## src/rtl/nco_phase_gen.sv

```systemverilog
// Phase accumulator feeding nco_lut: constant tone or linear chirp, emitted
// as a valid/ready stream of (WA+3)-bit phase words.
module nco_phase_gen #(
   parameter int WA = 4,
   parameter int WP = 32,
   parameter int WC = 16
) (
   input  logic          clk,
   input  logic          rst_n,
   input  logic          en,
   input  logic          cfg_valid,
   output logic          cfg_ready,
   input  logic [WP-1:0] cfg_fcw,
   input  logic [WP-1:0] cfg_step,
   input  logic [WA+2:0] cfg_poff,
   input  logic [WC-1:0] cfg_count,
   output logic          phase_valid,
   input  logic          phase_ready,
   output logic [WA+2:0] phase,
   output logic          sweep_done
);

   localparam int WO = WA + 3;
   localparam logic [WC-1:0] CNT_ONE  = {{(WC-1){1'b0}}, 1'b1};
   localparam logic [WC-1:0] CNT_ZERO = {WC{1'b0}};
   localparam logic [WP-1:0] ACC_ZERO = {WP{1'b0}};
   localparam logic [WO-1:0] PH_ZERO  = {WO{1'b0}};

   typedef enum logic [1:0] {
      IDLE  = 2'd0,
      RUN   = 2'd1,
      SWEEP = 2'd2
   } state_t;

   state_t        state_r;
   logic [WP-1:0] acc_r;
   logic [WP-1:0] fcw_r;
   logic [WP-1:0] step_r;
   logic [WO-1:0] poff_r;
   logic [WC-1:0] cnt_r;
   logic [WO-1:0] phase_r;
   logic          phase_valid_r;
   logic          sweep_done_r;

   logic          xfer_s;
   logic          cfg_acc_s;
   logic [WP-1:0] acc_next_s;

   // Output phase is the top WO accumulator bits plus the offset, modulo 2^WO.
   function automatic logic [WO-1:0] phase_of(input logic [WP-1:0] a, input logic [WO-1:0] off);
      return a[WP-1 -: WO] + off;
   endfunction

   assign cfg_ready   = (state_r != SWEEP);
   assign xfer_s      = phase_valid_r & phase_ready;
   assign cfg_acc_s   = cfg_valid & cfg_ready;
   assign acc_next_s  = acc_r + fcw_r;
   assign phase       = phase_r;
   assign phase_valid = phase_valid_r;
   assign sweep_done  = sweep_done_r;

   // Sequencer, accumulator, sweep counter and configuration registers.
   always_ff @(posedge clk) begin
      if (!rst_n) begin
         state_r       <= IDLE;
         acc_r         <= ACC_ZERO;
         fcw_r         <= ACC_ZERO;
         step_r        <= ACC_ZERO;
         poff_r        <= PH_ZERO;
         cnt_r         <= CNT_ZERO;
         phase_r       <= PH_ZERO;
         phase_valid_r <= 1'b0;
         sweep_done_r  <= 1'b0;
      end else begin
         sweep_done_r <= 1'b0;
         // Accepted config lands next cycle; a concurrent transfer still sees the old words.
         if (cfg_acc_s) begin
            fcw_r  <= cfg_fcw;
            step_r <= cfg_step;
            poff_r <= cfg_poff;
            cnt_r  <= cfg_count;
         end
         if (!en) begin
            state_r       <= IDLE;
            phase_valid_r <= 1'b0;
            acc_r         <= ACC_ZERO;
         end else begin
            case (state_r)
               IDLE: begin
                  phase_r       <= phase_of(acc_r, poff_r);
                  phase_valid_r <= 1'b1;
                  state_r       <= (cnt_r != CNT_ZERO) ? SWEEP : RUN;
               end
               RUN: begin
                  if (xfer_s) begin
                     acc_r   <= acc_next_s;
                     phase_r <= phase_of(acc_next_s, poff_r);
                  end
                  if (cfg_acc_s && (cfg_count != CNT_ZERO)) begin
                     state_r <= SWEEP;
                  end
               end
               SWEEP: begin
                  if (xfer_s) begin
                     acc_r   <= acc_next_s;
                     phase_r <= phase_of(acc_next_s, poff_r);
                     fcw_r   <= fcw_r + step_r;
                     cnt_r   <= (cnt_r != CNT_ZERO) ? (cnt_r - CNT_ONE) : CNT_ZERO;
                     if (cnt_r <= CNT_ONE) begin
                        state_r      <= RUN;
                        sweep_done_r <= 1'b1;
                     end
                  end
               end
               default: begin
                  state_r       <= IDLE;
                  phase_valid_r <= 1'b0;
                  acc_r         <= ACC_ZERO;
               end
            endcase
         end
      end
   end

endmodule
```

## config.mk

```make
export PLATFORM = sky130hd
export DESIGN_NAME = nco_phase_gen
export DESIGN_NICKNAME = d
export VERILOG_FILES = /design/src/rtl/nco_phase_gen.sv
export SDC_FILE = /design/constraint.sdc
export NUM_CORES = 1
export LEC_CHECK = 0
export ABC_AREA = 1
export BUFFER_PORTS_ARGS = -buffer_cell sky130_fd_sc_hd__buf_2
export CAP_MARGIN = 20
export CORE_ASPECT_RATIO = 0.6
export CORE_MARGIN = 1
export CORE_UTILIZATION = 27
export DETAILED_ROUTE_END_ITERATION = 8
export PLACE_DENSITY = 0.5
export SLEW_MARGIN = 25
export SYNTH_ARGS = -nofsm -noshare
export SYNTH_HDL_FRONTEND = slang
export SYNTH_SLANG_ARGS = --single-unit
export TNS_END_PERCENT = 100
```

## constraint.sdc

```tcl
create_clock -name clk -period 6.1 [get_ports clk]
set_input_delay 0.61 -clock clk [delete_from_list [all_inputs] [get_ports clk]]
set_output_delay 0.61 -clock clk [all_outputs]
set_load 0.01 [all_outputs]
```

==> results of run 1 <==
==> layer usage <==
| metal | share of wire (%) | GRT usage (%) | vias up |
|---|---|---|---|
| li1 | - | - | 5230 |
| met1 | 56 | 32.1 | 4675 |
| met2 | 36 | 25.2 | 283 |
| met3 | 6.8 | 3.98 | 16 |
| met4 | 0.64 | 3.56 | 0 |
| met5 | 0 | 0 | - |
==> worst min-delay path by stage <==
stage / end / slack (ps) / start
2_1_floorplan: poff_r[6] / 440 / poff_r[6]
3_3_place_gp: acc_r[6] / 460 / acc_r[6]
3_5_place_dp: acc_r[10] / 460 / acc_r[10]
4_1_cts: step_r[27] / 400 / cfg_step[27]
5_1_grt: step_r[27] / 430 / cfg_step[27]
6_report: step_r[29] / 410 / cfg_step[29]
==> through the flow <==
step / setup WS [ps] / area (µm²) / util (%)
final: 2290 / 11400 / 32.2
after global routing: 2030 / 11400 / 32.2
after CTS: 2400 / 11400 / 32.2
after detailed placement: 2430 / 10700 / 30.4
after global placement: 2430 / 10700 / 30.4
after floorplan: 3000 / 9780 / -
==> cell type report <==
cell class,instances,share of cell area [%]
Multi-Input combinational cell,1183,56.1
Clock buffer,24,4.41
Timing Repair Buffer,110,5.03
Tap cell,467,5.13
Clock inverter,8,1.30
Inverter,157,5.17
Sequential cell,130,22.9
==> worst min-delay path, cell delays in order <==
cell and delay (ps):
buf_2 70, o21ai_0 70, nor2_1 70
==> synth_stat cells (10+ instances only) <==
master,number
nand3_1,88
nor3_1,23
nor2_1,188
a211oi_1,14
buf_2,12
inv_1,143
o21ai_0,98
dfxtp_1,130
inv_2,13
clkbuf_1,30
o21ai_1,24
a21oi_1,165
o21bai_1,10
nand4_1,11
nand2_2,11
nand2_1,331
a21o_1,10
xor2_1,23
ha_1,74
==> cells in the final DEF, fill, tap and decap left out, drive strengths merged, types with 6 or more instances in the layout <==
cell    count
a31oi       8
nor4        9
a21oi     173
a211oi     15
o21a        6
nand3b      7
o21ai     127
xor2       23
nand3      89
nor2      200
nand2     345
o21bai     10
inv       156
or2        17
ha         74
a21boi      7
dfxtp     130
a21o       10
clkbuf     24
nand4      11
buf       110
nor3       27
==> cells by family (layout without fill, tap and decap cells) <==
kind of cell | Yosys count | count (layout) | share of synthesized area, %
AND/OR/NAND/NOR | 707 | 707 | 31.2
AO/OA/AOI/OAI | 371 | 371 | 21.5
buffers and inverters | 206 | 299 | 8.17
flip-flops | 130 | 130 | 26.6
adder cells (fa/ha/maj) | 77 | 77 | 10.1
XOR/XNOR | 28 | 28 | 2.51
==> power breakdown <==
group          internal (mW)  switching [mW]  total (mW)
combinational          0.245           0.482       0.727
clock                  0.738           0.427        1.17
sequential             0.923          0.0736       0.997
total                   1.91           0.983        2.89
==> state kept, by name (all words and copies together) (netlist names) <==
| signal | count |
|---|---|
| acc_r | 32 |
| fcw_r | 32 |
| step_r | 32 |
| cnt_r | 16 |
| phase | 7 |
| poff_r | 7 |
| state_r | 2 |
| phase_valid | 1 |
| sweep_done | 1 |
==> impl_metrics.ini, run 1 <==
[run_status]
outcome = finished, violations left
violations = design-rule violations

[sta]
hold_viol_final = 0
skew_ps = 11.8
fin_crit_sh_pct = 62.5
rsz0062_at_grt = no
whs_ps = 411
tightest_slew_ps = 924
slew_headroom_pct = 38.1
max_freq_ghz = 0.262
drv_slew = 0
setup_viol = 0
tns_ps = 0
finalCriticalPeriod_ps = 3810

[yosys]
async_flop_share_pct = 0
synth.largest_area_cell = dfxtp_1
postSynthAreaPerCell_um2 = 6.44
syn_inst = 1519
netlist_top_cells_area = dfxtp_1 27%, nand2_1 13%, ha_1 9.5%
ys_seq_area_share_pct = 26.6
ys_seq_elements = 130
ys_types = 49
synth.top_cell.area_share_pct = 26.6
synth-edff-count = 0
synth_nets = 1688
synth_warnings = 0
syn_area_mm2 = 0.00978
yosys_most_used_dff = dfxtp_1

[floorplan]
std_cell_rows = 53
ioPinCount = 102
die_y_um = 149
start_util_pct = 27.7
die_w_um = 248
core_region_area_mm2 = 0.0353
die_area_mm2 = 0.0370

[final_layout]
drive_above_1_share_pct = 13.2
nFillCells = 3895
seqCellArea_mm2 = 0.00260
instances_no_fill = 2079
multi_input_area_mm2 = 0.00639
antennaDiodeCount = 0
final_nets = 1768
synthToLayoutAreaGrowth_pct = 16.4

[job]
drv_cap = 0

[global_route]
antenna_found_initial = 0
grt_overflow = 0
grt_pass1_wl_um = 54400
grt_pass1_vias = 9158
gr-usage-all-layers_pct = 19.6
grt_start_max_net_pins = 57

[worst_setup_path]
cp_top_family = simple AND/OR/NAND/NOR gates
worstPathMaxFanout = 4
critical_path.cell_chain = ha_1, inv_1, fa_1, nor3_2, nor2_2, o21ai_1, nand3_1, nand2_1, nand2_1, nand3_1, nand2_1, fa_1, nand3_1, nand2_1, nand2_1, nand2_1, a21oi_1, nand2_1, nand2_1, inv_1, nand3_1, nand3_1, nand2_1, inv_1
crit_path_end = phase[6]
startpoint = fcw_r[0]
required_ps = 6450
endpoint_kind = flop
cp-start-kind = flop
cp.depth = 24
reg2regPathDepth = 24
cp_num_buf_inv = 3
timing.rr.start = fcw_r[0]
worstReg2RegEnd = phase[6]
worstSetupPathType = flop to flop
crit_slowest_cell = fa_1
worst_path_largest_cell_delay_ps = 460
r2r_setup_slack_ps = 2290
critPathArrivalTime_ps = 4160
crit_top_cell = nand2_1

[clock_tree]
clockBufferDepth = 2
cts_buffers = 17
clock_latency_ps = 450
ctsResizeCount = 0
cts_tree = done
cts.root.buffer_cell = clkbuf_16
cts_setup_buffers = 0
clk_pin_slew_worst_paths_ps = 60
clock-sinks = 130
cts_htree_levels = 4
ctsHoldBuffers = 0

[power]
power.total_mw = 2.89
powerDensity_mw_per_mm2 = 254
cellLeakagePower_nw = 5.22
ir_drop_uv = 228

[hold_path]
min_path_cells = 3
min_path_type = primary input to flop

[drt]
vias_per_cell = 4.91
drt-total-wl_um = 36000
drtIter0Drc = 876
drtAntennaViolNets = 0
firstDrtPassIters = 7
drcViolationCount = 7
vias = 10200
wl_per_cell_um = 17.3

[placed_design]
gp_congestion = 0.917
dp_cells = 2047
portBuffers = 101
dp_hpwl_um = 28300
(Power assumes the default switching activity.)
==> run 2, diff against run 1 <==
PLACE_DENSITY = 0.51   (was 0.5)
clock period = 3.2 ns   (was 6.1 ns; I/O delays follow)
==> run 2 against run 1 <==
Effect of this change:
- the run ends with design-rule violations, negative setup slack left
- final cell count up 6.9%
- routed wire length up 5.4%
- worst hold slack got worse by 280 ps
- maximum frequency rose by 18%
- clock power is 82% higher
- sequential share of layout area decreased by 2.7 points
- core utilization grew 4.6 points
==> impl_metrics.ini, run 2 (same netlist as run 1, synthesis figures left out) <==
[clock_tree]
clock-sinks = 130
cts_htree_levels = 4
clock_latency_ps = 440
cts_buffers = 17
ctsHoldBuffers = 0
cts_tree = done
clk_pin_slew_worst_paths_ps = 60
clockBufferDepth = 2
cts.root.buffer_cell = clkbuf_16

[worst_setup_path]
required_ps = 3540
cp-start-kind = flop
worstPathMaxFanout = 2
critPathArrivalTime_ps = 3550
endpoint_kind = flop
worstSetupPathType = flop to flop

[sta]
tns_ps = -18.4
hold_viol_final = 0
fin_crit_sh_pct = 101
whs_ps = 130
tightest_slew_ps = 925
skew_ps = 13.8
finalCriticalPeriod_ps = 3220
setup_viol = 1
rsz0062_at_grt = yes
slew_headroom_pct = 38.3
setup_ws_ps = -18.4
max_freq_ghz = 0.311
drv_slew = 0

[final_layout]
synthToLayoutAreaGrowth_pct = 33.0
final_nets = 1913
drive_above_1_share_pct = 26.1
finish.utilization_pct = 36.8
final_common_cell = nand2_1
instances_no_fill = 2223
design_area_mm2 = 0.0130
reg_top3 = acc_r x32, fcw_r x32, step_r x32
antennaDiodeCount = 0
final_cell_mix = 313 x nand2_1, 184 x nor2_1, 154 x buf_4

[floorplan]
die_area_mm2 = 0.0370
die_y_um = 149
std_cell_rows = 53
start_util_pct = 27.7
ioPinCount = 102
core_region_area_mm2 = 0.0353
die_w_um = 248

[global_route]
grt_start_max_net_pins = 83
gr-usage-all-layers_pct = 20.4
antenna_found_initial = 0
grt_pass1_wl_um = 57200
grt_pass1_vias = 10100
grt_overflow = 0

[power]
p_seq_share_pct = 33.5
pwr-share-clk_pct = 37.6
powerDensity_mw_per_mm2 = 435
cellLeakagePower_nw = 5.93
switching_power_mw = 1.96
p_sw_share_pct = 34.7
p_int_mw = 3.69
ir_drop_uv = 381
comb_power_share_pct = 28.8

[drt]
drtAntennaViolNets = 0
firstDrtPassIters = 9
drtIter0Drc = 682
vias = 10900
wl_per_cell_um = 17.1
drcViolationCount = 7
drt-total-wl_um = 38000
vias_per_cell = 4.89

[placed_design]
portBuffers = 101
gp_congestion = 0.950
dp_hpwl_um = 29100
dp_cells = 2182
post_dp_cell_area_mm2 = 0.0118

[run_status]
violations = design-rule violations, negative setup slack
outcome = finished, violations left

[job]
drv_cap = 0

[hold_path]
min_path_type = primary input to flop
[run 2: power by group through the flow]
stage	Clock, mW	Sequential [mW]	Combinational [mW]
4_1_cts	2.16	1.88	1.55
3_3_place_gp	0	1.91	1.50
3_5_place_dp	0	1.91	1.52
6_report	2.13	1.90	1.63
5_1_grt	2.22	1.91	1.81
2_1_floorplan	0	1.88	0.960
[run 2: metal layers]
layer	share of wire, %	up-vias	track usage [%]	wire length (µm)
met1	55	4991	32.7	20900
met4	1.2	0	4.17	468
met2	37	352	26.8	13900
li1	-	5508	-	-
met3	7.0	23	4.25	2660
met5	0	-	0	0
[run 2: final cells by class]
cell class              instances  area, µm²
flip-flops and latches        130       2620
fillers                      3783      22300
well taps                     467        584
multi-input cells            1183       6950
clock inverters                 8        126
inverters                     157        589
repair buffers                255       1660
clock buffers                  23        488
[run 2: path summary, 6_finish.rpt]
path                startpoint    endpoint  slack, ps  depth (start not counted)
setup / recovery      acc_r[2]    phase[6]        -20                         24
hold / removal    cfg_step[23]  step_r[23]        130                          3
setup reg to reg      acc_r[2]    phase[6]        -20                         24
hold reg to reg       acc_r[9]    acc_r[9]        480                          2
[run 2: repair_timing]
item,in CTS,in global routing
setup buffers,4,6
gates resized for setup,24,95
setup endpoints to repair,2,4
pin swaps,9,37
cloned,0,0
[run 2: worst max-delay path: stages (launching register included)]
cell	delay (ps)
dfxtp_2	340
ha_4	230
or2_1	240
and2_4	170
a21oi_4	140
inv_2	60
nand2_2	60
nand2_2	80
nand3_2	90
nand3b_1	100
nand3_2	120
nand2_2	80
ha_4	170
fa_2	350
nand3_2	90
nand2_2	60
nand2_2	70
nand2_2	60
a21oi_2	160
or2_4	140
nand2_2	70
nand3_2	80
nand3_2	70
nand2_1	60
inv_1	40
[run 2: per-stage QoR]
stage / setup slack [ps] / power, mW
floorplan: 104 / 2.84
global placement: -162 / 3.42
detailed placement: -187 / 3.44
CTS: -9.39 / 5.59
global route: -253 / 5.94
finish: -18.4 / 5.66
==> run 3, diff against run 2 <==
CORE_UTILIZATION = 25   (was 27)
PLACE_DENSITY = 0.49   (was 0.51)
==> run 3 against run 2 <==
Effect of this change:
- the flow now finishes without violations
- routed wire length decreased by 1.2%
- global-route usage is 1.6 points lower
- die area rose by 7.9%
- non-clock buffer count is 2 higher
- maximum frequency up 0.79%
- final cell count is 2.2% higher
- critical path depth increased by 1
- worst setup slack gained 25 ps
- clock power is 13% lower
- sequential power is essentially flat
- critical path type unchanged
- largest power group is now registers
- highest routed layer unchanged
==> impl_metrics.ini, run 3 (same netlist as run 1, synthesis figures left out) <==
[power]
pwr-share-clk_pct = 34.6
switching_power_mw = 1.93
p_seq_share_pct = 35.2
comb_power_share_pct = 30.1
powerDensity_mw_per_mm2 = 415
power.total_mw = 5.35
p_sw_share_pct = 36.0
ir_drop_uv = 394
p_int_mw = 3.43
cellLeakagePower_nw = 5.92

[drt]
wl_per_cell_um = 16.5
drcViolationCount = 0
met2_length_um = 13800
drt-total-wl_um = 37500
drtAntennaViolNets = 0
vias_per_cell = 4.75
firstDrtPassIters = 7
vias = 10800
highest_layer = met4
drtIter0Drc = 839
drt-met1-wl_um = 21000
wl_met3_um = 2460

[global_route]
grt_pass1_wl_um = 57900
grt_start_max_net_pins = 83
gr-usage-all-layers_pct = 18.8
grt_pass1_vias = 10000
antenna_found_initial = 0
grt_overflow = 0

[worst_setup_path]
reg2regPathDepth = 25
required_ps = 3590
worstReg2RegEnd = phase[6]
worstPathMaxFanout = 3
worstSetupPathType = flop to flop
r2r_setup_slack_ps = 7
critPathArrivalTime_ps = 3590
cp-start-kind = flop
endpoint_kind = flop
timing.rr.start = fcw_r[2]

[job]
drv_cap = 0

[final_layout]
design_area_mm2 = 0.0129
synthToLayoutAreaGrowth_pct = 31.8
finish.utilization_pct = 33.8
final_common_cell = nand2_1
final_nets = 1915
drive_above_1_share_pct = 25.1
reg_top3 = acc_r x32, fcw_r x32, step_r x32
final_cell_mix = 316 x nand2_1, 185 x nor2_1, 155 x buf_4

[floorplan]
start_util_pct = 25.7
die_y_um = 155
core_region_area_mm2 = 0.0381
ioPinCount = 102
die_w_um = 257
std_cell_rows = 55
die_area_mm2 = 0.0400

[clock_tree]
cts_buffers = 17
cts_tree = done
cts.root.buffer_cell = clkbuf_16
clock_latency_ps = 440
ctsHoldBuffers = 0
cts_htree_levels = 4
clockBufferDepth = 2
clock-sinks = 130
clk_pin_slew_worst_paths_ps = 70

[hold_path]
min_path_type = primary input to flop
hold_path_end = poff_r[1]
worstHoldStart = cfg_poff[1]
min_path_cells = 3

[sta]
finalCriticalPeriod_ps = 3190
hold_viol_final = 0
tns_ps = 0
rsz0062_at_grt = yes
setup_viol = 0
fin_crit_sh_pct = 99.8
slew_headroom_pct = 42.9
drv_slew = 0
tightest_slew_ps = 856
max_freq_ghz = 0.313
skew_ps = 15.3

[placed_design]
dp_hpwl_um = 29200
gp_congestion = 0.929
post_dp_cell_area_mm2 = 0.0119
portBuffers = 101

[run_status]
outcome = finished, final reports clean
run 3: what timing repair did:
| item | CTS | global route |
|---|---|---|
| endpoints found under the hold margin | 0 | 0 |
| gates resized for setup | 32 | 63 |
| endpoints found under the setup margin | 3 | 4 |
| buffers inserted | 2 | 3 |
| pin swaps | 7 | 29 |
run 3: cell type report:
| cell class | count | area [µm²] |
|---|---|---|
| inverters | 157 | 589 |
| multi-input cells | 1183 | 6820 |
| clock buffers | 23 | 478 |
| diodes | 1 | 2.50 |
| well taps | 513 | 642 |
| clock inverters | 9 | 57.6 |
| repair buffers | 257 | 1690 |
| fillers | 4200 | 25200 |
| flip-flops and latches | 130 | 2620 |
run 3: per-stage QoR:
step           setup slack (ps)  hold slack, ps  std cells
2_1_floorplan               104             443       1519
6_report                   6.94             133       2273
3_3_place_gp               -244             457       2235
4_1_cts                    1.14             112       2269
5_1_grt                    -188             127       2272
3_5_place_dp               -245             463       2235
run 3: power by group through the flow:
stage | sequential (mW) | clock [mW] | combinational, mW
after global routing | 1.90 | 1.97 | 1.80
after floorplan | 1.88 | 0 | 0.960
after global placement | 1.91 | 0 | 1.53
after detailed placement | 1.91 | 0 | 1.54
after CTS | 1.88 | 1.89 | 1.56
final | 1.89 | 1.85 | 1.61
run 3: worst max path at each step:
stage          endpoint  depth (start not counted)     start
2_1_floorplan  phase[6]                         24  fcw_r[0]
3_3_place_gp   phase[6]                         24  acc_r[0]
3_5_place_dp   phase[6]                         24  fcw_r[0]
4_1_cts        phase[6]                         26  acc_r[2]
5_1_grt        phase[6]                         24  fcw_r[2]
6_report       phase[6]                         25  fcw_r[2]
run 3: layer usage:
layer	vias up	GRT usage, %
li1	5527	-
met1	4919	30.1
met2	324	25.2
met3	19	3.47
met4	0	3.63
met5	-	0
run 3: worst max-delay path, cell delays in order (launching register included):
cell      delay, ps
dfxtp_2         340
ha_4            230
or2_1           240
and2_4          160
a21oi_4         160
inv_2            70
nand2_2          70
nand2_4          70
nand3_4          90
nand3b_1        100
nand3_2         120
nand2_2          80
ha_4            170
fa_2            370
nand3_2          80
nand2_2          50
nand2_1          60
nand2_1          60
a21oi_2         170
or2_4           150
nand2_4          50
inv_2            50
nand3_2          70
nand3_2          60
nand2_1          40
inv_1            40
